<file path="src/rtl/apb_axil_bridge.sv">
// APB4 slave to AXI4-Lite master bridge, one outstanding transfer at a time.
// Stalled AXI accesses are completed on APB with an error by a watchdog.
module apb_axil_bridge #(
  parameter int DATA_WIDTH     = 32,
  parameter int ADDR_WIDTH     = 32,
  parameter int TIMEOUT_CYCLES = 256
) (
  input  logic                    pclk,
  input  logic                    preset,
  input  logic [ADDR_WIDTH-1:0]   paddr,
  input  logic [2:0]              pprot,
  input  logic                    psel,
  input  logic                    penable,
  input  logic                    pwrite,
  input  logic [DATA_WIDTH-1:0]   pwdata,
  input  logic [DATA_WIDTH/8-1:0] pstrb,
  output logic                    pready,
  output logic [DATA_WIDTH-1:0]   prdata,
  output logic                    pslverr,
  output logic [ADDR_WIDTH-1:0]   awaddr,
  output logic [2:0]              awprot,
  output logic                    awvalid,
  input  logic                    awready,
  output logic [DATA_WIDTH-1:0]   wdata,
  output logic [DATA_WIDTH/8-1:0] wstrb,
  output logic                    wvalid,
  input  logic                    wready,
  input  logic [1:0]              bresp,
  input  logic                    bvalid,
  output logic                    bready,
  output logic [ADDR_WIDTH-1:0]   araddr,
  output logic [2:0]              arprot,
  output logic                    arvalid,
  input  logic                    arready,
  input  logic [DATA_WIDTH-1:0]   rdata,
  input  logic [1:0]              rresp,
  input  logic                    rvalid,
  output logic                    rready
);

  localparam int STRB_WIDTH = DATA_WIDTH / 8;
  localparam int CNT_WIDTH  = (TIMEOUT_CYCLES > 1) ? $clog2(TIMEOUT_CYCLES + 1) : 1;

  typedef enum logic [2:0] {
    IDLE,
    WR_REQ,
    WR_RESP,
    RD_REQ,
    RD_DATA,
    DONE
  } state_t;

  state_t                  state;
  logic [ADDR_WIDTH-1:0]   addr_q;
  logic [2:0]              prot_q;
  logic [DATA_WIDTH-1:0]   wdata_q;
  logic [STRB_WIDTH-1:0]   strb_q;
  logic                    abandon;
  logic [CNT_WIDTH-1:0]    wd_cnt;

  logic in_axi;
  logic completing;
  logic timeout_hit;
  logic aw_done;
  logic w_done;
  logic unused_inputs;

  assign awaddr  = addr_q;
  assign araddr  = addr_q;
  assign awprot  = prot_q;
  assign arprot  = prot_q;
  assign wdata   = wdata_q;
  assign wstrb   = strb_q;

  // Launch ignores penable and only the high response bit signals an error.
  assign unused_inputs = ^{penable, bresp[0], rresp[0]};

  assign in_axi     = (state == WR_REQ) || (state == WR_RESP) ||
                      (state == RD_REQ) || (state == RD_DATA);
  assign completing = ((state == WR_RESP) && bvalid) || ((state == RD_DATA) && rvalid);

  // A completing handshake on the limit cycle takes priority over the watchdog.
  assign timeout_hit = (TIMEOUT_CYCLES != 0) && in_axi && !abandon && !completing &&
                       (int'(wd_cnt) == TIMEOUT_CYCLES - 1);

  assign aw_done = !awvalid || awready;
  assign w_done  = !wvalid  || wready;

  always_ff @(posedge pclk) begin
    if (preset) begin
      state   <= IDLE;
      addr_q  <= '0;
      prot_q  <= '0;
      wdata_q <= '0;
      strb_q  <= '0;
      abandon <= 1'b0;
      wd_cnt  <= '0;
      pready  <= 1'b0;
      pslverr <= 1'b0;
      prdata  <= '0;
      awvalid <= 1'b0;
      wvalid  <= 1'b0;
      bready  <= 1'b0;
      arvalid <= 1'b0;
      rready  <= 1'b0;
    end else begin
      pready  <= 1'b0;
      pslverr <= 1'b0;

      if (in_axi && !abandon) begin
        wd_cnt <= wd_cnt + CNT_WIDTH'(1);
      end

      // Abandoned transfers keep their AXI valids up until the slave answers.
      if (timeout_hit) begin
        pready  <= 1'b1;
        pslverr <= 1'b1;
        prdata  <= '0;
        abandon <= 1'b1;
      end

      case (state)
        IDLE: begin
          if (psel) begin
            addr_q  <= paddr;
            prot_q  <= pprot;
            wdata_q <= pwdata;
            strb_q  <= pstrb;
            wd_cnt  <= '0;
            if (pwrite) begin
              awvalid <= 1'b1;
              wvalid  <= 1'b1;
              state   <= WR_REQ;
            end else begin
              arvalid <= 1'b1;
              state   <= RD_REQ;
            end
          end
        end

        WR_REQ: begin
          if (awvalid && awready) begin
            awvalid <= 1'b0;
          end
          if (wvalid && wready) begin
            wvalid <= 1'b0;
          end
          if (aw_done && w_done) begin
            bready <= 1'b1;
            state  <= WR_RESP;
          end
        end

        WR_RESP: begin
          if (bvalid) begin
            bready <= 1'b0;
            if (abandon) begin
              abandon <= 1'b0;
              state   <= IDLE;
            end else begin
              pready  <= 1'b1;
              pslverr <= bresp[1];
              state   <= DONE;
            end
          end
        end

        RD_REQ: begin
          if (arready) begin
            arvalid <= 1'b0;
            rready  <= 1'b1;
            state   <= RD_DATA;
          end
        end

        RD_DATA: begin
          if (rvalid) begin
            rready <= 1'b0;
            if (abandon) begin
              abandon <= 1'b0;
              state   <= IDLE;
            end else begin
              pready  <= 1'b1;
              pslverr <= rresp[1];
              prdata  <= rresp[1] ? '0 : rdata;
              state   <= DONE;
            end
          end
        end

        DONE: begin
          state <= IDLE;
        end

        default: begin
          state <= IDLE;
        end
      endcase
    end
  end

endmodule

</file>
<file path="config.mk">
export PLATFORM = sky130hd
export DESIGN_NAME = apb_axil_bridge
export DESIGN_NICKNAME = d
export VERILOG_FILES = /design/src/rtl/apb_axil_bridge.sv
export SDC_FILE = /design/constraint.sdc
export NUM_CORES = 1
export LEC_CHECK = 0
export ABC_AREA = 1
export CAP_MARGIN = 20
export CORE_AREA = 2 2 115 117
export CTS_CLUSTER_DIAMETER = 50
export DETAILED_ROUTE_END_ITERATION = 6
export DIE_AREA = 0 0 117 119
export PLACE_DENSITY = 0.81
export RECOVER_POWER = 25
export SYNTH_ARGS = -nofsm -noshare
export SYNTH_HDL_FRONTEND = slang
export SYNTH_SLANG_ARGS = --single-unit
</file>
<file path="constraint.sdc">
create_clock -name pclk -period 2.26 [get_ports pclk]
set_input_delay 0.226 -clock pclk [delete_from_list [all_inputs] [get_ports pclk]]
set_output_delay 0.226 -clock pclk [all_outputs]
set_load 0.05 [all_outputs]
</file>
==> Word-level counts from Yosys, hierarchy flattened <==
Index checks and enable logic that the tools add are counted.
Widths: inputs -> output; s select.
{ "totals": {"ff_bits": 123, "latchBits": 0, "mem_bits_rw": 0, "mem_bits_ro": 0, "in_bits": 117, "output_inout_bits": 145, "wordCells": 107, "mem_count": 0} }
{ "op_classes": {"n_addsub": 1, "n_mul": 0, "n_div": 0, "n_lt_le_gt_ge": 0, "n_eq_ne": 14, "shifts": 0, "mux": 47, "bitwise": 0, "n_reduce_logical": 30} }
{ "op_table": {"columns": ["cell", "n"], "rows": [
  ["$mux 32", 5],
  ["$mux 9", 3],
  ["$mux 1", 23],
  ["$mux 3", 6],
  ["$pmux 1 s2", 8],
  ["$pmux 3 s5", 1],
  ["$ne 2x2->1 const B", 6],
  ["$reduce_and 4->1", 3],
  ["$add 9x1->9 const B", 1],
  ["$eq 9x9->1 const B", 1],
  ["$logic_and 1x1->1", 8],
  ["$reduce_bool 2->1", 4],
  ["$eq 3x2->1 const B", 2],
  ["$logic_or 1x1->1", 6],
  ["$ne 2x1->1 const B", 3],
  ["$reduce_and 3->1", 2],
  ["$reduce_and 5->1", 1],
  ["$logic_not 1->1", 4],
  ["$eq 3x1->1 const B", 1],
  ["$eq 3x3->1 const B", 1],
  ["$logic_not 3->1", 1],
  ["$mux 2", 1],
  ["$reduce_and 2->1", 1]
]} }

==> Depth between registers and ports, before layout <==
Gate-level depths: netlist of the first run.
{ "depth": {"depth_word": 11, "ltp_mapped": 12} }

==> Least setup slack after synthesis of the first run <==
No wires, ideal clock.
{ "synth_timing": {"path_kind": "register to register", "startpoint": "register wd_cnt[0]", "endpoint": "register prdata[5]", "t_arrival_ns": 1.666, "required_ns": 2.127, "setup_slack_ns": 0.461, "stages_incl_launch_ff": 13, "n_path_buf": 1, "cell_sequence": "dfxtp_1 > ha_1 > inv_1 > nor3_1 > nand2_1 > nor3_1 > ha_1 > nand2_1 > nor2_4 > nand2_4 > buf_4 > nand3_1 > a21oi_1"} }
{ "synth_between": {"elab_chain_cells": 6} }
{ "synth_lines": {"columns": ["item", "line", "rtl"], "rows": [
  ["start, declared", "59", "logic [CNT_WIDTH-1:0] wd_cnt;"],
  ["start signal, assigned", "111", "wd_cnt <= wd_cnt + CNT_WIDTH'(1);"],
  ["$eq 9x9->1 *", "84", "(int'(wd_cnt) == TIMEOUT_CYCLES - 1);"],
  ["$logic_and 1x1->1 *", "83", "assign timeout_hit = (TIMEOUT_CYCLES != 0) && in_axi && !abandon && !completing &&"],
  ["$mux 32 *", "115", "if (timeout_hit) begin"],
  ["$mux 32", "179", "if (abandon) begin"],
  ["$mux 32", "177", "if (rvalid) begin"],
  ["$mux 32 *", "122", "case (state)"],
  ["end signal, assigned", "185", "prdata <= rresp[1] ? '0 : rdata;"],
  ["end, declared", "18", "output logic [DATA_WIDTH-1:0] prdata,"]
]} }
Every way passes the cells marked *; elsewhere a longest branch is shown, timed or not.
A chain may end at the register's enable or synchronous reset.

==> Worst setup path after layout of the first run <==
{ "layout_timing": {"startpoint": "register wd_cnt[0]", "endpoint": "register prdata[29]"} }
The elaborated chain is that of the path after synthesis.

==> key figures, run 1 <==
Outcome
  – Status: finished clean

Logic synthesis
  – Commonest cells post-synth: nor2_1 (162), dfxtp_1 (123), o21ai_0 (75)
  – Avg Cell Area, Syn: a little under 8 µm²
  – Flip-flop and latch count after synthesis: 123
  – Ys flop type: dfxtp_1
  – Adder-cell share of the synthesized area: less than 1%
  – Library cells used by synthesis: 29
  – Netlist Area Pre-Place: roughly 5000 µm²
  – Largest family of logic cells by synthesized area: simple AND/OR/NAND/NOR gates
  – Sequential fraction of the synthesis area: approximately 50%
  – Yosys synthesis warning count: 0
  – Post-synth net total: roughly 770
  – Proportion of synthesized area in mux cells: 0%
  – Complex-gate fraction of the synthesized area: 13.33%
  – Cells after synthesis: 647
  – Ranking of synthesized cells by area: dfxtp_1 (50%), nor2_1 (12%), o21ai_0 (7.5%)
  – Most instantiated library cell after synthesis: nor2_1
  – Synth Area in Simple Gates: 25.03%
  – Synth Area in XOR/XNOR: less than 1%
  – Largest area contributor in the netlist: dfxtp_1
  – Asr flop ratio synth: 0%
  – Yosys top cell area share: 49.51%
  – Number of synthesized flops with an enable pin: 0

Routing
  – Post-DRT Antenna Nets: 0
  – Highest routed layer: met4
  – Metal3 WL: 1.674 mm
  – Via-to-Cell Ratio: 4.738
  – Met2 wire length: a little over 7 mm
  – Drt wl/cell: roughly 14 µm
  – Routed wire length: about 15 mm
  – Drt first pass iters: 5
  – Iter 0 DRT Violations: 250
  – WL met1: approximately 6.1 mm
  – Vias: between 4000 and 5000
  – Drt drc: 0

Floorplan
  – Die footprint: approximately 14000 µm²
  – Starting Density: approximately two fifths
  – Std-Cell Core Area: ~13000 µm²
  – Die X-Extent: 117 µm
  – Die height: approximately 120 µm
  – Row cnt: 42
  – Ports: around 260

Power and ir drop
  – P_int: just over 0.006 W
  – Switch share: roughly 45%
  – Leak pwr: approximately 3.2 nW
  – Sw power: slightly below 0.005 W
  – Share of power burned in registers: between 20% and 30%
  – Clock Power Share: approximately a quarter
  – Maximum vdd drop: between 1000 and 1500 µV
  – Logic pwr share: a little under half
  – Pwr dens: between 1000 and 1500 nW/µm²

Global route
  – First-pass GRT wire length: between 20 and 25 mm
  – Vias in the first global route: around 4800
  – Initial antenna violation count: 0
  – GRT overflow: 0
  – Total GRT Usage: 21.36%
  – Largest net degree at the start of global routing: between 70 and 80

Hold path
  – Hold Path Depth: 3
  – Hold/Removal Path Class: in2reg

Critical path
  – Slowest cell on crit path: dfxtp_1
  – Worst r2r path cells: 12
  – WP buf/inv: 2
  – Crit-path cells: ha_1, inv_1, nor3_2, nand2_1, nor3_1, ha_1, nand2_1, nor2_4, buf_12, nand2_4, nand3_1, a21oi_1
  – Crit path max fanout: 17
  – CP peak stage delay: roughly 360 ps
  – Data arrival, critical path: ~2300 ps
  – Worst setup EP type: flip-flop
  – Crit path depth: 12
  – Crit Path Category: reg2reg
  – Critical path's top delay family: simple AND/OR/NAND/NOR gates
  – Worst path required time: between 2000 and 3000 ps
  – Crit start category: flip-flop

Timing
  – Hold_ws: about 370 ps
  – Final Cycle Share: approximately 88%
  – FMAX: 0.5036 GHz
  – Clock Skews: 7.019 ps
  – Setup repair after global routing missed its margin: no
  – Fin Setup TNS: 0 ps
  – Final count of hold timing violations: 0
  – Slew HR: a little over half
  – Final Max Slew Viols: 0
  – Worst Max-Slew Pin Slew: roughly 700 ps
  – Final Setup Violations: 0
  – Minimum clock period: roughly 2000 ps

Clocking
  – CTS buffer count: 17
  – Reg clk slew, reported paths: approximately 50 ps
  – CTS tree: yes
  – Clock sinks: between 100 and 150
  – Clock Tree Buf Depth: 2
  – Root buf cell: clkbuf_16
  – Skew-Pair Late Insertion Delay: roughly 400 ps
  – Hold buffers post-CTS: 0
  – CTS H-tree depth: 4

Place
  – GP Congestion: slightly below 0.9
  – I/O Buffers: roughly 260
  – Dpl hpwl: roughly 10 mm

Layout
  – Area growth syn-to-layout: 61.53%
  – Layout cells sized above 1: about 5.7%
  – Fillers: between 1000 and 1500
  – Nets: between 900 and 1000
  – Diodes inserted: 0

Job
  – Max Cap Viol: 0
==> area by class of cell <==
type | count | area [µm²] | area share (%)
well taps | 176 | 220.2 | 2.741
inverters | 31 | 116.4 | 1.448
clock buffers | 25 | 495.5 | 6.167
flip-flops and latches | 123 | 2462 | 30.65
clock inverters | 6 | 86.33 | 1.075
multi-input cells | 425 | 1953 | 24.31
repair buffers | 267 | 2700 | 33.61
==> per-stage QoR <==
step	worst slack, ps	total power [W]	cells	cell area (µm²)	util [%]
2_1_floorplan	461.0	0.006792	647	4974	-
3_3_place_gp	191.5	0.008399	1019	7442	57.80
3_5_place_dp	134.7	0.008435	1019	7442	57.80
4_1_cts	109.3	0.01116	1050	8024	62.32
5_1_grt	43.11	0.01152	1053	8034	62.40
6_report	274.4	0.01101	1053	8034	62.40
==> worst paths after layout <==
kind,endpoint,slack (ps),from
worst max-delay path,prdata[29],270,wd_cnt[0]
worst min-delay path,prdata[23],370,rdata[23]
worst max register to register,prdata[29],270,wd_cnt[0]
worst min register to register,bready,470,bready
==> power groups by stage <==
stage / Sequential (W) / Clock [W] / Combinational (W)
floorplan: 0.00468 / 0 / 0.00211
global placement: 0.00307 / 0 / 0.00533
detailed placement: 0.00308 / 0 / 0.00535
CTS: 0.00306 / 0.00273 / 0.00537
global route: 0.00311 / 0.00284 / 0.00557
finish: 0.00305 / 0.00268 / 0.00528
==> cell families (layout without fill, tap and decap cells) <==
group | after synthesis | count (layout)
XOR/XNOR | 2 | 2
AND/OR/NAND/NOR | 293 | 295
AO/OA/AOI/OAI | 126 | 126
buffers and inverters | 101 | 329
flip-flops | 123 | 123
adder cells (fa/ha/maj) | 2 | 2
==> per-layer routing <==
| layer | vias up | GRT usage, % |
|---|---|---|
| met3 | 27 | 10.23 |
| met4 | 0 | 7.868 |
| met5 | - | 0 |
| li1 | 2492 | - |
| met2 | 205 | 34.54 |
| met1 | 2265 | 24.31 |
==> state kept, by name (all words and copies together), names as in the netlist <==
signal	cells
abandon	1
araddr	32
arprot	3
arvalid	1
awvalid	1
bready	1
prdata	32
pready	1
pslverr	1
rready	1
state	3
wd_cnt	9
wdata	32
wstrb	4
wvalid	1
==> repair_timing <==
item                       CTS  global route
resized for setup            0             2
setup buffers                0             1
setup endpoints to repair    0            35
==> layout by cell type, fill, tap and decap left out, types with 3 or more instances in the layout <==
master / instances
clkbuf_1: 4
nand2_4: 3
buf_4: 4
o21ai_0: 75
clkbuf_16: 17
a221oi_1: 3
nor2_4: 4
clkdlybuf4s50_1: 257
nor3_1: 8
inv_1: 28
nand3_1: 40
inv_2: 3
buf_12: 4
nand2_1: 73
nor2_1: 163
dfxtp_1: 123
a21oi_1: 42
clkbuf_8: 4
==> worst min-delay path: cells and delay by family <==
kind            cells  cell delay [ps]
compound gates      1               50
simple gates        1               60
buf+inv             1              390
No activity file was read; power rests on OpenSTA's default activity.
==> inputs of run 2 (changes only) <==
- CAP_MARGIN: 20 -> 0
- CTS_BUF_LIST: unset -> sky130_fd_sc_hd__clkbuf_8 sky130_fd_sc_hd__clkbuf_16
==> key figures, run 2 (synthesis gave the netlist of run 1 again) <==
Outcome
  – Status: finished clean

Timing
  – Final count of hold timing violations: 0
  – Clock Skews: 7.019 ps
  – Worst Max-Slew Pin Slew: between 600 and 700 ps
  – Minimum clock period: 1995 ps
  – Slew HR: a little over half
  – Setup repair after global routing missed its margin: no
  – Final Setup Violations: 0
  – Final Cycle Share: between 80 and 90%
  – Final Max Slew Viols: 0
  – Fin Setup TNS: 0 ps
  – FMAX: approximately 0.50 GHz

Critical path
  – Critical path's top delay family: simple AND/OR/NAND/NOR gates
  – Crit-path cells: ha_1, inv_1, nor3_2, nand2_1, nor3_1, ha_1, nand2_1, nor2_4, buf_12, nand2_4, nand3_1, a21oi_1
  – Crit start category: flip-flop
  – Crit Path Category: reg2reg
  – Worst path required time: approximately 2500 ps
  – Crit path max fanout: 17
  – WP buf/inv: 2
  – Worst setup EP type: flip-flop
  – Data arrival, critical path: between 2000 and 2500 ps
  – CP peak stage delay: 360 ps
  – Slowest cell on crit path: dfxtp_1

Layout
  – Diodes inserted: 0
  – Fin util: 62.40%
  – Most frequent cells in the layout: clkdlybuf4s50_1 (257), nor2_1 (163), dfxtp_1 (123)
  – Layout cells sized above 1: 5.701%
  – Commonest non-fill, non-tap cell in the layout: clkdlybuf4s50_1
  – Nets: 984
  – Area growth syn-to-layout: 61.53%

Routing
  – Drt first pass iters: 4
  – Routed wire length: between 15 and 20 mm
  – Via-to-Cell Ratio: 4.748
  – Vias: 5000
  – Post-DRT Antenna Nets: 0
  – Drt drc: 0
  – Iter 0 DRT Violations: approximately 250
  – Drt wl/cell: between 10 and 15 µm

Clocking
  – Reg clk slew, reported paths: 50 ps
  – Skew-Pair Late Insertion Delay: roughly 410 ps
  – Clock sinks: ~120
  – CTS tree: yes
  – Clock Tree Buf Depth: 2
  – Hold buffers post-CTS: 0
  – Root buf cell: clkbuf_16
  – CTS buffer count: 17
  – CTS H-tree depth: 4

Floorplan
  – Die footprint: about 14000 µm²
  – Starting Density: between 30% and 40%
  – Ports: 262
  – Std-Cell Core Area: between 10000 and 15000 µm²
  – Row cnt: 42
  – Die height: between 100 and 150 µm
  – Die X-Extent: about 120 µm

Power and ir drop
  – Maximum vdd drop: between 1000 and 1500 µV
  – Pwr dens: ~1400 nW/µm²
  – Leak pwr: between 3 and 4 nW

Place
  – Dpl hpwl: approximately 10 mm
  – I/O Buffers: 258
  – GP Congestion: slightly below 0.9

Global route
  – Total GRT Usage: between 20% and 30%
  – Vias in the first global route: 4753
  – First-pass GRT wire length: 23.32 mm
  – Largest net degree at the start of global routing: 73
  – GRT overflow: 0
  – Initial antenna violation count: 0

Hold path
  – Hold/Removal Path Class: in2reg

Job
  – Max Cap Viol: 0
## run 2: cell count changes in the layout (fill, tap and decap cells not counted)
cell / before / now
inv_1: 28 / 32
clkbuf_1: 4 / 0
## run 2: power breakdown
| group | internal (W) | total [W] | switching [W] |
|---|---|---|---|
| logic | 0.00165 | 0.00528 | 0.00362 |
| clock network | 0.00171 | 0.00267 | 0.000952 |
| registers | 0.00270 | 0.00305 | 0.000354 |
| total | 0.00606 | 0.0110 | 0.00493 |
## run 2: worst register-to-register path: stages (launching register included)
cell     delay, ps
dfxtp_1        360
ha_1           190
inv_1           70
nor3_2         130
nand2_1         90
nor3_1         170
ha_1           170
nand2_1         80
nor2_4         110
buf_12         140
nand2_4        140
nand3_1        130
a21oi_1         70
## run 2: timing repair
| action | in CTS | in global routing |
|---|---|---|
| setup buffers | 0 | 1 |
| gates resized for setup | 0 | 2 |
| setup endpoints to repair | 0 | 35 |
| hold endpoints to repair | 0 | 0 |
## run 2: path summary, 6_finish.rpt
| path | from | end | slack, ps | cells after the start |
|---|---|---|---|---|
| max reg2reg | wd_cnt[0] | prdata[0] | 270 | 12 |
| max | wd_cnt[0] | prdata[0] | 270 | 12 |
| min | rdata[23] | prdata[23] | 370 | 3 |
| min reg2reg | bready | bready | 470 | 2 |
## run 2: per-stage QoR
| step | hold WS (ps) | setup slack (ps) | area, µm² | cells | power [W] |
|---|---|---|---|---|---|
| floorplan | 337.2 | 461.0 | 4974 | 647 | 0.006792 |
| global placement | 458.8 | 191.5 | 7442 | 1019 | 0.008399 |
| detailed placement | 468.4 | 134.7 | 7442 | 1019 | 0.008435 |
| CTS | 350.7 | 109.3 | 8024 | 1050 | 0.01115 |
| global route | 361.4 | 43.11 | 8034 | 1053 | 0.01150 |
| finish | 373.4 | 265.5 | 8034 | 1053 | 0.01099 |
## run 2: layout make-up
type / instances / area, µm²
Multi-Input combinational cell: 425 / 1953
Timing Repair Buffer: 267 / 2700
Fill cell: 1084 / 4841
Clock inverter: 10 / 101.3
Tap cell: 176 / 220.2
Clock buffer: 21 / 480.5
Inverter: 31 / 116.4
Sequential cell: 123 / 2462
## run 2: routing by layer
layer  vias up  GRT usage (%)  part of all wire, %
met5         -              0                    0
met4         0          7.868                  1.9
met3        27          10.23                   11
met2       210          34.54                   47
met1      2270          24.31                   40
li1       2493              -                    -
